## src/rtl/jt900h_pkg.sv

```systemverilog
// Shared definitions for the jt900h CPU core: default opcode queue sizing
// and the byte-consumption encoding exchanged between jt900h_ctrl and jt900h_opq.
package jt900h_pkg;

  localparam int unsigned OPQ_QLEN = 8;
  localparam int unsigned OPQ_AW   = 24;

  typedef enum logic [1:0] {
    FETCH_NONE  = 2'd0,
    FETCH_ONE   = 2'd1,
    FETCH_TWO   = 2'd2,
    FETCH_THREE = 2'd3
  } fetch_e;

endpackage

```

## src/rtl/jt900h_opq.sv

```systemverilog
// Opcode prefetch queue: reads 16-bit program words into a byte queue and
// presents the next four opcode bytes at pc to the controller.
module jt900h_opq
  import jt900h_pkg::*;
#(
  parameter int unsigned QLEN = OPQ_QLEN,
  parameter int unsigned AW   = OPQ_AW
) (
  input  logic          clk,
  input  logic          rst,
  input  logic          cen,
  input  logic          pc_we,
  input  logic [AW-1:0] pc_din,
  output logic [AW-1:0] pc,
  input  logic [1:0]    fetched,
  output logic [31:0]   op,
  output logic          op_ok,
  output logic [AW-1:0] bus_addr,
  output logic          bus_rd,
  input  logic [15:0]   bus_din,
  input  logic          bus_ok
);

  localparam int unsigned CW = $clog2(QLEN + 1);

  logic [QLEN-1:0][7:0] q_q, q_d, shifted;
  logic [8*QLEN-1:0]    app_ext;
  logic [CW-1:0]        count_q, count_d, rem, app_n;
  logic [AW-1:0]        pc_q, pc_d, fa_q, fa_d, bus_addr_q, bus_addr_d;
  logic                 skip_q, skip_d, discard_q, discard_d;
  logic                 bus_rd_q, bus_rd_d, op_ok_q, op_ok_d;
  logic [31:0]          op_q, op_d;
  logic [1:0]           cons;
  logic                 accept, hold, fill;

  always_comb begin
    cons    = (op_ok_q && fetch_e'(fetched) != FETCH_NONE) ? fetched : 2'd0;
    accept  = bus_rd_q && bus_ok;
    hold    = bus_rd_q && !bus_ok;
    fill    = accept && !discard_q && !pc_we;
    rem     = count_q - CW'(cons);
    app_n   = fill ? (skip_q ? CW'(1) : CW'(2)) : '0;
    app_ext = '0;
    app_ext[15:0] = skip_q ? {8'h00, bus_din[15:8]} : bus_din;

    // Bytes at and above count are kept at zero, so shifting pulls in zeros
    // and new bytes can simply be OR-ed in above the surviving ones.
    shifted = q_q >> {cons, 3'b000};
    q_d     = fill ? (shifted | (app_ext << {rem, 3'b000})) : shifted;
    count_d = rem + app_n;
    pc_d    = pc_q + AW'(cons);
    fa_d    = fill ? fa_q + AW'(2) : fa_q;
    skip_d  = fill ? 1'b0 : skip_q;
    discard_d = accept ? 1'b0 : discard_q;

    if (pc_we) begin
      q_d       = '0;
      count_d   = '0;
      pc_d      = pc_din;
      fa_d      = {pc_din[AW-1:1], 1'b0};
      skip_d    = pc_din[0];
      discard_d = hold;
    end

    // A waiting request keeps its address even across a flush.
    if (hold) begin
      bus_rd_d   = 1'b1;
      bus_addr_d = bus_addr_q;
    end else begin
      bus_rd_d   = (count_d <= CW'(QLEN - 2)) && !discard_d;
      bus_addr_d = fa_d;
    end

    op_d    = q_d[3:0];
    op_ok_d = count_d >= CW'(4);
  end

  always_ff @(posedge clk) begin
    if (rst) begin
      q_q        <= '0;
      count_q    <= '0;
      pc_q       <= '0;
      fa_q       <= '0;
      skip_q     <= 1'b0;
      discard_q  <= 1'b0;
      bus_rd_q   <= 1'b0;
      bus_addr_q <= '0;
      op_q       <= '0;
      op_ok_q    <= 1'b0;
    end else if (cen) begin
      q_q        <= q_d;
      count_q    <= count_d;
      pc_q       <= pc_d;
      fa_q       <= fa_d;
      skip_q     <= skip_d;
      discard_q  <= discard_d;
      bus_rd_q   <= bus_rd_d;
      bus_addr_q <= bus_addr_d;
      op_q       <= op_d;
      op_ok_q    <= op_ok_d;
    end
  end

  assign pc       = pc_q;
  assign op       = op_q;
  assign op_ok    = op_ok_q;
  assign bus_addr = bus_addr_q;
  assign bus_rd   = bus_rd_q;

endmodule

```

## config.mk

```make
export PLATFORM = sky130hd
export DESIGN_NAME = jt900h_opq
export DESIGN_NICKNAME = d
export VERILOG_FILES = /design/src/rtl/jt900h_pkg.sv /design/src/rtl/jt900h_opq.sv
export SDC_FILE = /design/constraint.sdc
export NUM_CORES = 1
export LEC_CHECK = 0
export CAP_MARGIN = 5
export CORE_ASPECT_RATIO = 2
export CORE_MARGIN = 3
export CORE_UTILIZATION = 56
export CTS_CLUSTER_SIZE = 20
export DETAILED_ROUTE_END_ITERATION = 6
export PLACE_DENSITY = 0.82
export SLEW_MARGIN = 40
export SYNTH_ARGS = -nofsm -noshare
export SYNTH_HDL_FRONTEND = slang
export SYNTH_SLANG_ARGS = --single-unit
export TNS_END_PERCENT = 50
```

## constraint.sdc

```tcl
create_clock -name clk -period 3.4 [get_ports clk]
set_input_delay 0.51 -clock clk [delete_from_list [all_inputs] [get_ports clk]]
set_output_delay 0.51 -clock clk [all_outputs]
set_load 0.005 [all_outputs]
```

==> results of run 1 <==
-- cells by family after synthesis --
kind of cell	count (synthesis)	share of synthesized area
flops	144	0.322
fa+ha+maj	10	0.0165
simple gates	333	0.186
compound gates	351	0.269
buf+inv	137	0.0737
mux	66	0.120
xor+xnor	13	0.0135
-- through the flow --
stage,setup slack [ns],instances
2_1_floorplan,0.242,1054
3_3_place_gp,0.0133,1324
3_5_place_dp,-0.0119,1324
4_1_cts,0.429,1356
5_1_grt,0.316,1356
6_report,0.368,1356
-- worst min path at each step --
| stage | startpoint | endpoint | slack [ns] | cells past startpoint |
|---|---|---|---|---|
| floorplan | fa_q[0] | fa_q[0] | 0.44 | 1 |
| global placement | bus_addr[12] | bus_addr[12] | 0.44 | 2 |
| detailed placement | bus_addr[1] | bus_addr[1] | 0.45 | 2 |
| CTS | bus_addr[1] | bus_addr[1] | 0.46 | 2 |
| global route | bus_addr[1] | bus_addr[1] | 0.48 | 2 |
| finish | bus_addr[1] | bus_addr[1] | 0.45 | 2 |
-- flip-flops by register name (all words and copies together), names as in the netlist --
| name | cells |
|---|---|
| op_ok | 1 |
| pc | 24 |
| skip_q | 1 |
| discard_q | 1 |
| q_q | 61 |
| bus_rd | 1 |
| count_q | 4 |
| bus_addr | 24 |
| op | 3 |
| fa_q | 24 |
-- cells in the final DEF (no fill, tap or decap), drive strengths merged, types with 6 or more instances in the layout --
cell type,instances
clkinv,6
a21oi,58
and3,12
a22o,26
nand3,24
nor3,14
or3,8
a22oi,47
o21ai,85
a32o,18
a31oi,11
xnor2,8
o31ai,11
nor4,9
nand4,22
mux2,8
a221oi,11
o41ai,7
a21o,14
o22ai,6
o32ai,6
dfxtp,144
mux2i,26
nor2b,11
clkbuf,19
a211oi,8
o2bb2ai,7
nand2b,9
inv,24
nand2,119
mux4,32
ha,7
buf,60
nor2,88
clkdlybuf4s50,125
-- power breakdown --
group / leakage (nW) / switching, mW / internal (mW)
registers: 1.17 / 0.0739 / 1.75
logic: 2.58 / 0.408 / 0.315
clock network: 0.291 / 0.766 / 1.19
-- synth_stat cells, drive strengths merged, types with 12 or more instances --
library cell  count
dfxtp           144
nand2           119
nor2             88
o21ai            85
buf              61
a21oi            58
clkbuf           52
a22oi            47
mux4             32
a22o             26
mux2i            26
nand3            24
inv              23
nand4            22
a32o             18
a21o             14
nor3             14
and3             12
-- critical path, stage by stage --
cell and delay, ns:
clkdlybuf4s50_1 0.57, nand2_2 0.08, inv_1 0.12, ha_1 0.20
inv_1 0.06, fa_1 0.37, nand4b_1 0.30, or2_1 0.33
nor3_1 0.35, nand3_1 0.13, a221o_1 0.30
-- per-layer routing --
metal	vias to the layer above	wire length (um)	GRT usage
met5	-	0	0
met1	4435	9890	0.363
li1	4159	-	-
met2	555	15700	0.615
met4	0	2350	0.260
met3	162	2260	0.0528
-- layout make-up --
cell class	instances	share of cell area
timing repair buffer	185	0.155
multi-input combinational	773	0.496
inverter	24	0.00818
sequential	144	0.262
clock inverter	13	0.0147
clock buffer	19	0.0411
tap	198	0.0225
==> impl_metrics.env, run 1 <==
export IMPL_status="finished clean"
export IMPL_static_leakage_power_nw=4.05
export IMPL_first_global_vias=9262
export IMPL_placementRows=64
export IMPL_detailed_place_area_sq_um=10400
export IMPL_core_area_sq_um=15500
export IMPL_die_y_extent_um=185
export IMPL_reg2reg_depth=10
export IMPL_worstSetupEndpoint="pc[22]"
export IMPL_post_cts_resized=0
export IMPL_die_area_sq_um=17600
export IMPL_layout_area_seq_sq_um=2880
export IMPL_globalplace_congestion=0.950
export IMPL_tightest_slew_ns=0.860
export IMPL_clockRootBuffer="clkbuf_16"
export IMPL_detailedRoute_firstPassIterationCount=5
export IMPL_synth_async_reset_ratio=0
export IMPL_die_x_um=95.5
export IMPL_cts_sink_count=144
export IMPL_final_period_utilization=0.892
export IMPL_htree_levels=4
export IMPL_nets_in_the_synthesized_netlist=1111
export IMPL_detail_route_vias_per_cell=6.87
export IMPL_post_synth_instance_area_sq_um=8960
export IMPL_num_fill_cells=1225
export IMPL_power_mw=4.50
export IMPL_setup_crit_start_kind="input port"
export IMPL_ioPinCount=129
export IMPL_grt_pass1_wl_um=47600
export IMPL_numCtsBuffers=17
export IMPL_maximum_number_of_pins_on_one_net_before_global_route_repair=59
export IMPL_timing_critical_path_from="fetched[0]"
export IMPL_num_vias=9311
export IMPL_initial_utilization=0.580
export IMPL_tritoncts="yes"
export IMPL_crit_type="input port to flip-flop"
export IMPL_overall_routing_resource_usage=0.349
export IMPL_postRouteWirelength_um=30200
export IMPL_drtAntennaViolNets=0
export IMPL_yosys_cell_types_count=75
export IMPL_required_ns=3.71
export IMPL_holdBufCountCts=0
export IMPL_timing_setup_tns_ns=0
export IMPL_max_clock_freq_ghz=0.330
export IMPL_worst_endpoint_arrival_ns=3.34
export IMPL_finalHoldViolations=0
export IMPL_final_max_slew_viol_count=0
export IMPL_final_area_sq_um=11000
export IMPL_power_per_cell_area_nw_per_um2=409
export IMPL_design_final_nets=1202
export IMPL_multi_input_combinational_cell_area_sq_um=5470
export IMPL_layout_drive_gt1_share=0.137
export IMPL_dp_hpwl_um=21500
export IMPL_grt_overflow_total=0
export IMPL_synth_top_cells_by_area="dfxtp_1 (32%), mux4_2 (8.0%), nand2_1 (5.0%)"
export IMPL_worst_clock_skew_ns=0.0124
export IMPL_postSynthAreaPerCell_sq_um=8.50
export IMPL_timing_slew_headroom=0.425
export IMPL_synth_seq_area_share=0.322
export IMPL_drc_errors=0
export IMPL_worst_skew_pair_late_latency_ns=0.43
export IMPL_post_route_min_period_ns=3.03
export IMPL_finalSetupViolations=0
export IMPL_ys_warn_count=0
export IMPL_reg2reg_to="pc[17]"
export IMPL_synth_top_cell_area_share=0.322
export IMPL_setup_reg_to_reg_worst_slack_ns=0.64
export IMPL_worst_hold_check_slack_ns=0.455
export IMPL_worstPathMaxFanout=5
export IMPL_post_cts_setup_buffer_count=0
export IMPL_synth_enable_flop_cells=0
export IMPL_antennaDiodeCount=0
export IMPL_worst_supply_voltage_drop_on_vdd_v=0.000384
export IMPL_synth_top_area_cell="dfxtp_1"
export IMPL_detailedRoute_firstIterationViolations=615
export IMPL_clk_pin_slew_ns=0.06
export IMPL_cap_viol_max_count=0
export IMPL_syn2layout_area_growth_pct=22.9
export IMPL_fin_util=0.712
export IMPL_portBuffers=128
export IMPL_rr_startpoint="op_ok"
export IMPL_cp_end_kind="flip-flop"
export IMPL_number_of_flip_flops_and_latches_in_the_synthesized_netlist=144
export IMPL_grt_antenna_before_repair=0
export IMPL_rsz0062_at_grt="no"
export IMPL_cts_root_to_sink_buffers=2
export IMPL_synth_top_flop_cell="dfxtp_1"
export IMPL_min_path_type="flip-flop to flip-flop"
export IMPL_wire_per_inst_um=22.3
export IMPL_synthCells=1054
(Power assumes the default switching activity.)
==> inputs of run 2 (changes only) <==
--- a/config.mk
+++ b/config.mk
@@ -5,13 +5,15 @@
 export SDC_FILE = /design/constraint.sdc
 export NUM_CORES = 1
 export LEC_CHECK = 0
+export ABC_AREA = 1
 export CAP_MARGIN = 5
 export CORE_ASPECT_RATIO = 2
 export CORE_MARGIN = 3
-export CORE_UTILIZATION = 56
+export CORE_UTILIZATION = 50
 export CTS_CLUSTER_SIZE = 20
 export DETAILED_ROUTE_END_ITERATION = 6
-export PLACE_DENSITY = 0.82
+export MAX_ROUTING_LAYER = met4
+export PLACE_DENSITY = 0.73
 export SLEW_MARGIN = 40
 export SYNTH_ARGS = -nofsm -noshare
 export SYNTH_HDL_FRONTEND = slang
==> impl_metrics.env, run 2 <==
export IMPL_status="finished clean"
export IMPL_finalSetupViolations=0
export IMPL_timing_slew_headroom=0.480
export IMPL_synth_top_area_cell="dfxtp_1"
export IMPL_drc_errors=0
export IMPL_globalplace_congestion=0.967
export IMPL_most_common_layout_cells="nand2_1 (545), nand3_1 (199), dfxtp_1 (144)"
export IMPL_fin_ws_ns=0.566
export IMPL_post_cts_setup_buffer_count=0
export IMPL_design_final_nets=1758
export IMPL_rr_startpoint="op_ok"
export IMPL_power_per_cell_area_nw_per_um2=379
export IMPL_yosys_top_cells_count="nand2_1 (546), nand3_1 (199), dfxtp_1 (144)"
export IMPL_grt_overflow_total=0
export IMPL_worst_supply_voltage_drop_on_vdd_v=0.000307
export IMPL_drtAntennaViolNets=0
export IMPL_cp_end_kind="flip-flop"
export IMPL_synth_async_reset_ratio=0
export IMPL_synth_top_flop_cell="dfxtp_1"
export IMPL_cts_sink_count=144
export IMPL_htree_levels=4
export IMPL_placementRows=72
export IMPL_reg2reg_depth=13
export IMPL_detail_route_vias_per_cell=5.65
export IMPL_nets_in_the_synthesized_netlist=1717
export IMPL_yosys_cell_types_count=36
export IMPL_timing_hold_worst_endpoint="fa_q[0]"
export IMPL_worst_clock_skew_ns=0.0144
export IMPL_cts_root_to_sink_buffers=2
export IMPL_layout_drive_gt1_share=0.0508
export IMPL_post_route_min_period_ns=2.83
export IMPL_synth_top_cells_by_area="dfxtp_1 (29%), nand2_1 (21%), nand3_1 (10%)"
export IMPL_die_area_sq_um=21600
export IMPL_die_y_extent_um=205
export IMPL_setup_crit_start_kind="input port"
export IMPL_grt_pass1_wl_um=56400
export IMPL_register_with_the_most_flip_flops="q_q"
export IMPL_maximum_number_of_pins_on_one_net_before_global_route_repair=104
export IMPL_post_cts_resized=0
export IMPL_synth_most_common_cell="nand2_1"
export IMPL_tightest_slew_ns=0.779
export IMPL_overall_routing_resource_usage=0.346
export IMPL_die_x_um=105
export IMPL_wire_per_inst_um=18.4
export IMPL_dpl_worst_slack_ns=0.135
export IMPL_rsz0062_at_grt="no"
export IMPL_worst_skew_pair_late_latency_ns=0.44
export IMPL_synthCells=1660
export IMPL_critPathSlowestCell="clkdlybuf4s50_1"
export IMPL_initial_utilization=0.510
export IMPL_num_vias=11129
export IMPL_final_max_slew_viol_count=0
export IMPL_synth_seq_area_share=0.292
export IMPL_dp_hpwl_um=26600
export IMPL_first_global_vias=10529
export IMPL_numCtsBuffers=17
export IMPL_final_period_utilization=0.833
export IMPL_number_of_flip_flops_and_latches_in_the_synthesized_netlist=144
export IMPL_worst_endpoint_arrival_ns=3.20
export IMPL_required_ns=3.76
export IMPL_synth_top_cell_area_share=0.292
export IMPL_portBuffers=128
export IMPL_max_clock_freq_ghz=0.353
export IMPL_ioPinCount=129
export IMPL_static_leakage_power_nw=4.83
export IMPL_holdBufCountCts=0
export IMPL_worstPathMaxFanout=19
export IMPL_setup_reg_to_reg_worst_slack_ns=0.74
export IMPL_core_area_sq_um=19400
export IMPL_antennaDiodeCount=0
export IMPL_ys_warn_count=0
export IMPL_detailedRoute_firstPassIterationCount=5
export IMPL_cap_viol_max_count=0
export IMPL_timing_setup_tns_ns=0
export IMPL_syn2layout_area_growth_pct=18.0
export IMPL_grt_antenna_before_repair=0
export IMPL_hold_path_startpoint="fa_q[0]"
export IMPL_clk_pin_slew_ns=0.06
export IMPL_post_synth_instance_area_sq_um=9880
export IMPL_finalHoldViolations=0
export IMPL_mostFrequentLayoutCell="nand2_1"
export IMPL_postSynthAreaPerCell_sq_um=5.95
export IMPL_tritoncts="yes"
export IMPL_min_path_type="flip-flop to flip-flop"
export IMPL_clockRootBuffer="clkbuf_16"
export IMPL_timing_critical_path_slowest_cell_delay_ns=0.56
export IMPL_largest_register_ffs=61
export IMPL_crit_type="input port to flip-flop"
export IMPL_postRouteWirelength_um=36400
export IMPL_hold_path_depth=2
export IMPL_critical_path_cell_chain="clkdlybuf4s50_1, inv_2, nand2_4, nand3_4, inv_2, ha_1, fa_1, inv_1, buf_4, buf_4, nand3_1, o21ai_0, nand3_1, nand2_1, nand2_1, a21oi_1"
export IMPL_reg2reg_to="q_q[0]"
export IMPL_synth_enable_flop_cells=0
export IMPL_detailedRoute_firstIterationViolations=622
run 2: where the power goes:
| group | internal [mW] | total, mW | switching [mW] | leakage (nW) |
|---|---|---|---|---|
| Combinational | 0.243 | 0.619 | 0.376 | 3.36 |
| Clock | 1.20 | 1.98 | 0.780 | 0.290 |
| Sequential | 1.75 | 1.82 | 0.0706 | 1.18 |
| Total | 3.20 | 4.42 | 1.23 | 4.83 |
run 2: metrics by stage:
stage	cells	power [mW]	utilization	hold slack (ns)	instance area, sq um
after CTS	1971	4.43	0.602	0.467	11700
after global placement	1939	2.46	0.569	0.441	11000
after detailed placement	1941	2.47	0.571	0.457	11100
final	1971	4.42	0.602	0.465	11700
after global routing	1971	4.56	0.602	0.501	11700
after floorplan	1660	2.18	-	0.431	9880
run 2: worst max-delay path by stage:
stage              end  slack, ns       start  cells past startpoint
2_1_floorplan   bus_rd       0.14  fetched[0]                     19
3_3_place_gp   q_q[21]       0.22  fetched[0]                     16
3_5_place_dp   q_q[19]       0.14  fetched[0]                     16
4_1_cts        q_q[19]       0.59  fetched[0]                     16
5_1_grt        q_q[52]       0.29  fetched[0]                     16
6_report       q_q[22]       0.57  fetched[0]                     16
run 2: layout make-up:
cell class	instances	area, sq um
fillers	1964	7710
multi-input cells	1250	5790
clock inverters	10	136
well taps	259	324
repair buffers	162	1590
clock buffers	20	467
flip-flops and latches	144	2880
inverters	126	474
run 2: per-layer routing:
layer  part of all wire  track usage  routed length, um  vias to the layer above
met1               0.33        0.320              12000                     5026
met2               0.52        0.613              18900                      448
met3              0.049       0.0423               1770                      172
li1                   -            -                  -                     5483
met4               0.10        0.309               3680                        0
met5                  0            -                  0                        -
run 2: cells by family (layout without fill, tap and decap cells):
family | count (synthesis) | in the layout | synth area share
compound gates | 288 | 288 | 0.156
xor+xnor | 12 | 12 | 0.0114
fa+ha+maj | 10 | 10 | 0.0149
buf+inv | 266 | 318 | 0.124
flops | 144 | 144 | 0.292
simple gates | 940 | 940 | 0.402
run 2: worst max-delay path, delay by kind of cell:
family	cells	cell delay [ns]
AO/OA/AOI/OAI	2	0.25
adder cells (fa/ha/maj)	2	0.60
buffers and inverters	6	1.33
AND/OR/NAND/NOR	6	0.48
==> inputs of run 3 (changes only) <==
--- a/config.mk
+++ b/config.mk
@@ -13,7 +13,7 @@
 export CTS_CLUSTER_SIZE = 20
 export DETAILED_ROUTE_END_ITERATION = 6
 export MAX_ROUTING_LAYER = met4
-export PLACE_DENSITY = 0.73
+export PLACE_DENSITY = 0.76
 export SLEW_MARGIN = 40
 export SYNTH_ARGS = -nofsm -noshare
 export SYNTH_HDL_FRONTEND = slang
==> constraint.sdc (replaced) <==
create_clock -name clk -period 2.4 [get_ports clk]
set_input_delay 0.36 -clock clk [delete_from_list [all_inputs] [get_ports clk]]
set_output_delay 0.36 -clock clk [all_outputs]
set_load 0.005 [all_outputs]
==> impl_metrics.env, run 3 (same netlist as run 2, synthesis figures left out) <==
export IMPL_fin_util=0.631
export IMPL_portBuffers=128
export IMPL_syn2layout_area_growth_pct=23.6
export IMPL_globalplace_congestion=1.04
export IMPL_postRouteWirelength_um=36200
export IMPL_drtAntennaViolNets=0
export IMPL_grt_antenna_before_repair=0
export IMPL_power_mw=6.19
export IMPL_grt_pass1_wl_um=57700
export IMPL_initial_utilization=0.510
export IMPL_num_fill_cells=1871
export IMPL_setup_reg_to_reg_worst_slack_ns=0.10
export IMPL_power_share_switching=0.290
export IMPL_power_report_internal_total_mw=4.39
export IMPL_die_area_sq_um=21600
export IMPL_crit_path_frequent_cell="inv_4"
export IMPL_finalHoldViolations=0
export IMPL_overall_routing_resource_usage=0.349
export IMPL_layout_area_seq_sq_um=2890
export IMPL_cts_root_to_sink_buffers=2
export IMPL_placementRows=72
export IMPL_detailedRoute_firstIterationViolations=678
export IMPL_rr_startpoint="op_ok"
export IMPL_register_with_the_most_flip_flops="q_q"
export IMPL_worst_skew_pair_late_latency_ns=0.43
export IMPL_finalSetupViolations=0
export IMPL_tightest_slew_ns=0.758
export IMPL_first_global_vias=11267
export IMPL_reg2reg_depth=9
export IMPL_timing_slew_headroom=0.495
export IMPL_cts_sink_count=144
export IMPL_hold_path_depth=2
export IMPL_multi_input_combinational_cell_area_sq_um=5850
export IMPL_min_path_type="input port to flip-flop"
export IMPL_wire_per_inst_um=17.8
export IMPL_design_final_nets=1818
export IMPL_drc_errors=0
export IMPL_critical_path_cell_chain="dlygate4sd2_1, buf_6, inv_4, nand2_4, nand3_4, inv_4, ha_4, fa_2, inv_4, fa_2, nand3_2, o211ai_1, a21oi_1"
export IMPL_power_share_sequential=0.418
export IMPL_detail_route_vias_per_cell=5.66
export IMPL_grt_overflow_total=0
export IMPL_mostFrequentLayoutCell="nand2_1"
export IMPL_worst_endpoint_arrival_ns=2.65
export IMPL_final_max_slew_viol_count=0
export IMPL_setup_crit_start_kind="input port"
export IMPL_clockRootBuffer="clkbuf_16"
export IMPL_maximum_number_of_pins_on_one_net_before_global_route_repair=104
export IMPL_timing_critical_path_slowest_cell_delay_ns=0.60
export IMPL_core_area_sq_um=19400
export IMPL_share_comb_of_total_power=0.151
export IMPL_reg2reg_to="bus_rd"
export IMPL_worstPathMaxFanout=3
export IMPL_critPathSlowestCell="fa_2"
export IMPL_most_common_layout_cells="nand2_1 (544), nand3_1 (197), dfxtp_1 (143)"
export IMPL_die_y_extent_um=205
export IMPL_crit_type="input port to flip-flop"
export IMPL_hold_path_startpoint="rst"
export IMPL_worst_clock_skew_ns=0.0109
export IMPL_clk_pin_slew_ns=0.07
export IMPL_worst_supply_voltage_drop_on_vdd_v=0.000448
export IMPL_numCtsBuffers=17
export IMPL_largest_register_ffs=61
export IMPL_ioPinCount=129
export IMPL_htree_levels=4
export IMPL_static_leakage_power_nw=5.13
export IMPL_required_ns=2.71
export IMPL_num_vias=11505
export IMPL_max_clock_freq_ghz=0.429
export IMPL_power_per_cell_area_nw_per_um2=506
export IMPL_layout_drive_gt1_share=0.0914
export IMPL_detailedRoute_firstPassIterationCount=5
export IMPL_netSwitchingPower_mw=1.80
export IMPL_tritoncts="yes"
export IMPL_dp_hpwl_um=26100
export IMPL_cap_viol_max_count=0
export IMPL_timing_hold_worst_endpoint="pc[16]"
export IMPL_cp_end_kind="flip-flop"
export IMPL_share_clk_of_total_power=0.432
export IMPL_post_route_min_period_ns=2.33
export IMPL_status="finished clean"
export IMPL_antennaDiodeCount=0
export IMPL_final_period_utilization=0.971
export IMPL_die_x_um=105
==> run 3: changes by cell type in the layout (fill, tap and decap cells not counted), moves of 3 or more <==
cell and change:
clkbuf_8 -3, o21ai_2 +3, o21ai_0 -8, o21ai_1 +5, inv_4 +3, buf_4 +54
buf_12 +6, clkinv_4 +3
==> run 3: stage by stage <==
| step | TNS [ns] | instances | setup slack, ns | area [sq um] | hold slack (ns) |
|---|---|---|---|---|---|
| 2_1_floorplan | -2.23 | 1660 | -0.406 | 9960 | 0.431 |
| 3_3_place_gp | -32.92 | 1996 | -0.541 | 11600 | 0.443 |
| 3_5_place_dp | -36.67 | 1996 | -0.568 | 11600 | 0.453 |
| 4_1_cts | 0 | 2028 | 0.0396 | 12200 | 0.222 |
| 5_1_grt | -0.00154 | 2031 | -0.00154 | 12200 | 0.235 |
| 6_report | 0 | 2031 | 0.0694 | 12200 | 0.238 |
==> run 3: power by group through the flow <==
stage,Sequential (mW),Combinational (mW),Clock (mW)
floorplan,2.61,0.480,0
global placement,2.63,0.901,0
detailed placement,2.63,0.912,0
CTS,2.58,0.919,2.69
global route,2.59,1.02,2.77
finish,2.58,0.932,2.67
==> run 3: cell type report <==
type,instances,area share
multi-input combinational,1250,0.479
clock buffer,18,0.0351
timing repair buffer,222,0.172
tap,259,0.0265
clock inverter,12,0.0113
sequential,144,0.236
inverter,126,0.0394
==> run 3: timing repair <==
action / CTS / global route
pin swaps: 4 / 7
gates resized for setup: 7 / 8
hold buffers: 0 / 0
endpoints found under the setup margin: 49 / 29
setup buffers: 2 / 3
==> run 3: routing by layer <==
layer | part of all wire | vias up | track usage
li1 | - | 5592 | -
met2 | 0.51 | 506 | 0.602
met1 | 0.33 | 5222 | 0.326
met5 | 0 | - | -
met4 | 0.11 | 0 | 0.323
met3 | 0.059 | 185 | 0.0523
==> run 3: worst max-delay path by stage <==
stage | slack (ns) | start | endpoint
2_1_floorplan | -0.41 | fetched[0] | bus_rd
3_3_place_gp | -0.54 | fetched[0] | bus_rd
3_5_place_dp | -0.57 | fetched[0] | bus_rd
4_1_cts | 0.04 | op_ok | bus_rd
5_1_grt | -0.002 | fetched[0] | bus_rd
6_report | 0.07 | fetched[0] | bus_rd
==> run 3: worst max-delay path, delay by kind of cell <==
| family | cells | cell delay [ns] |
|---|---|---|
| simple gates | 3 | 0.21 |
| compound gates | 2 | 0.26 |
| buf+inv | 5 | 0.53 |
| fa+ha+maj | 3 | 1.30 |
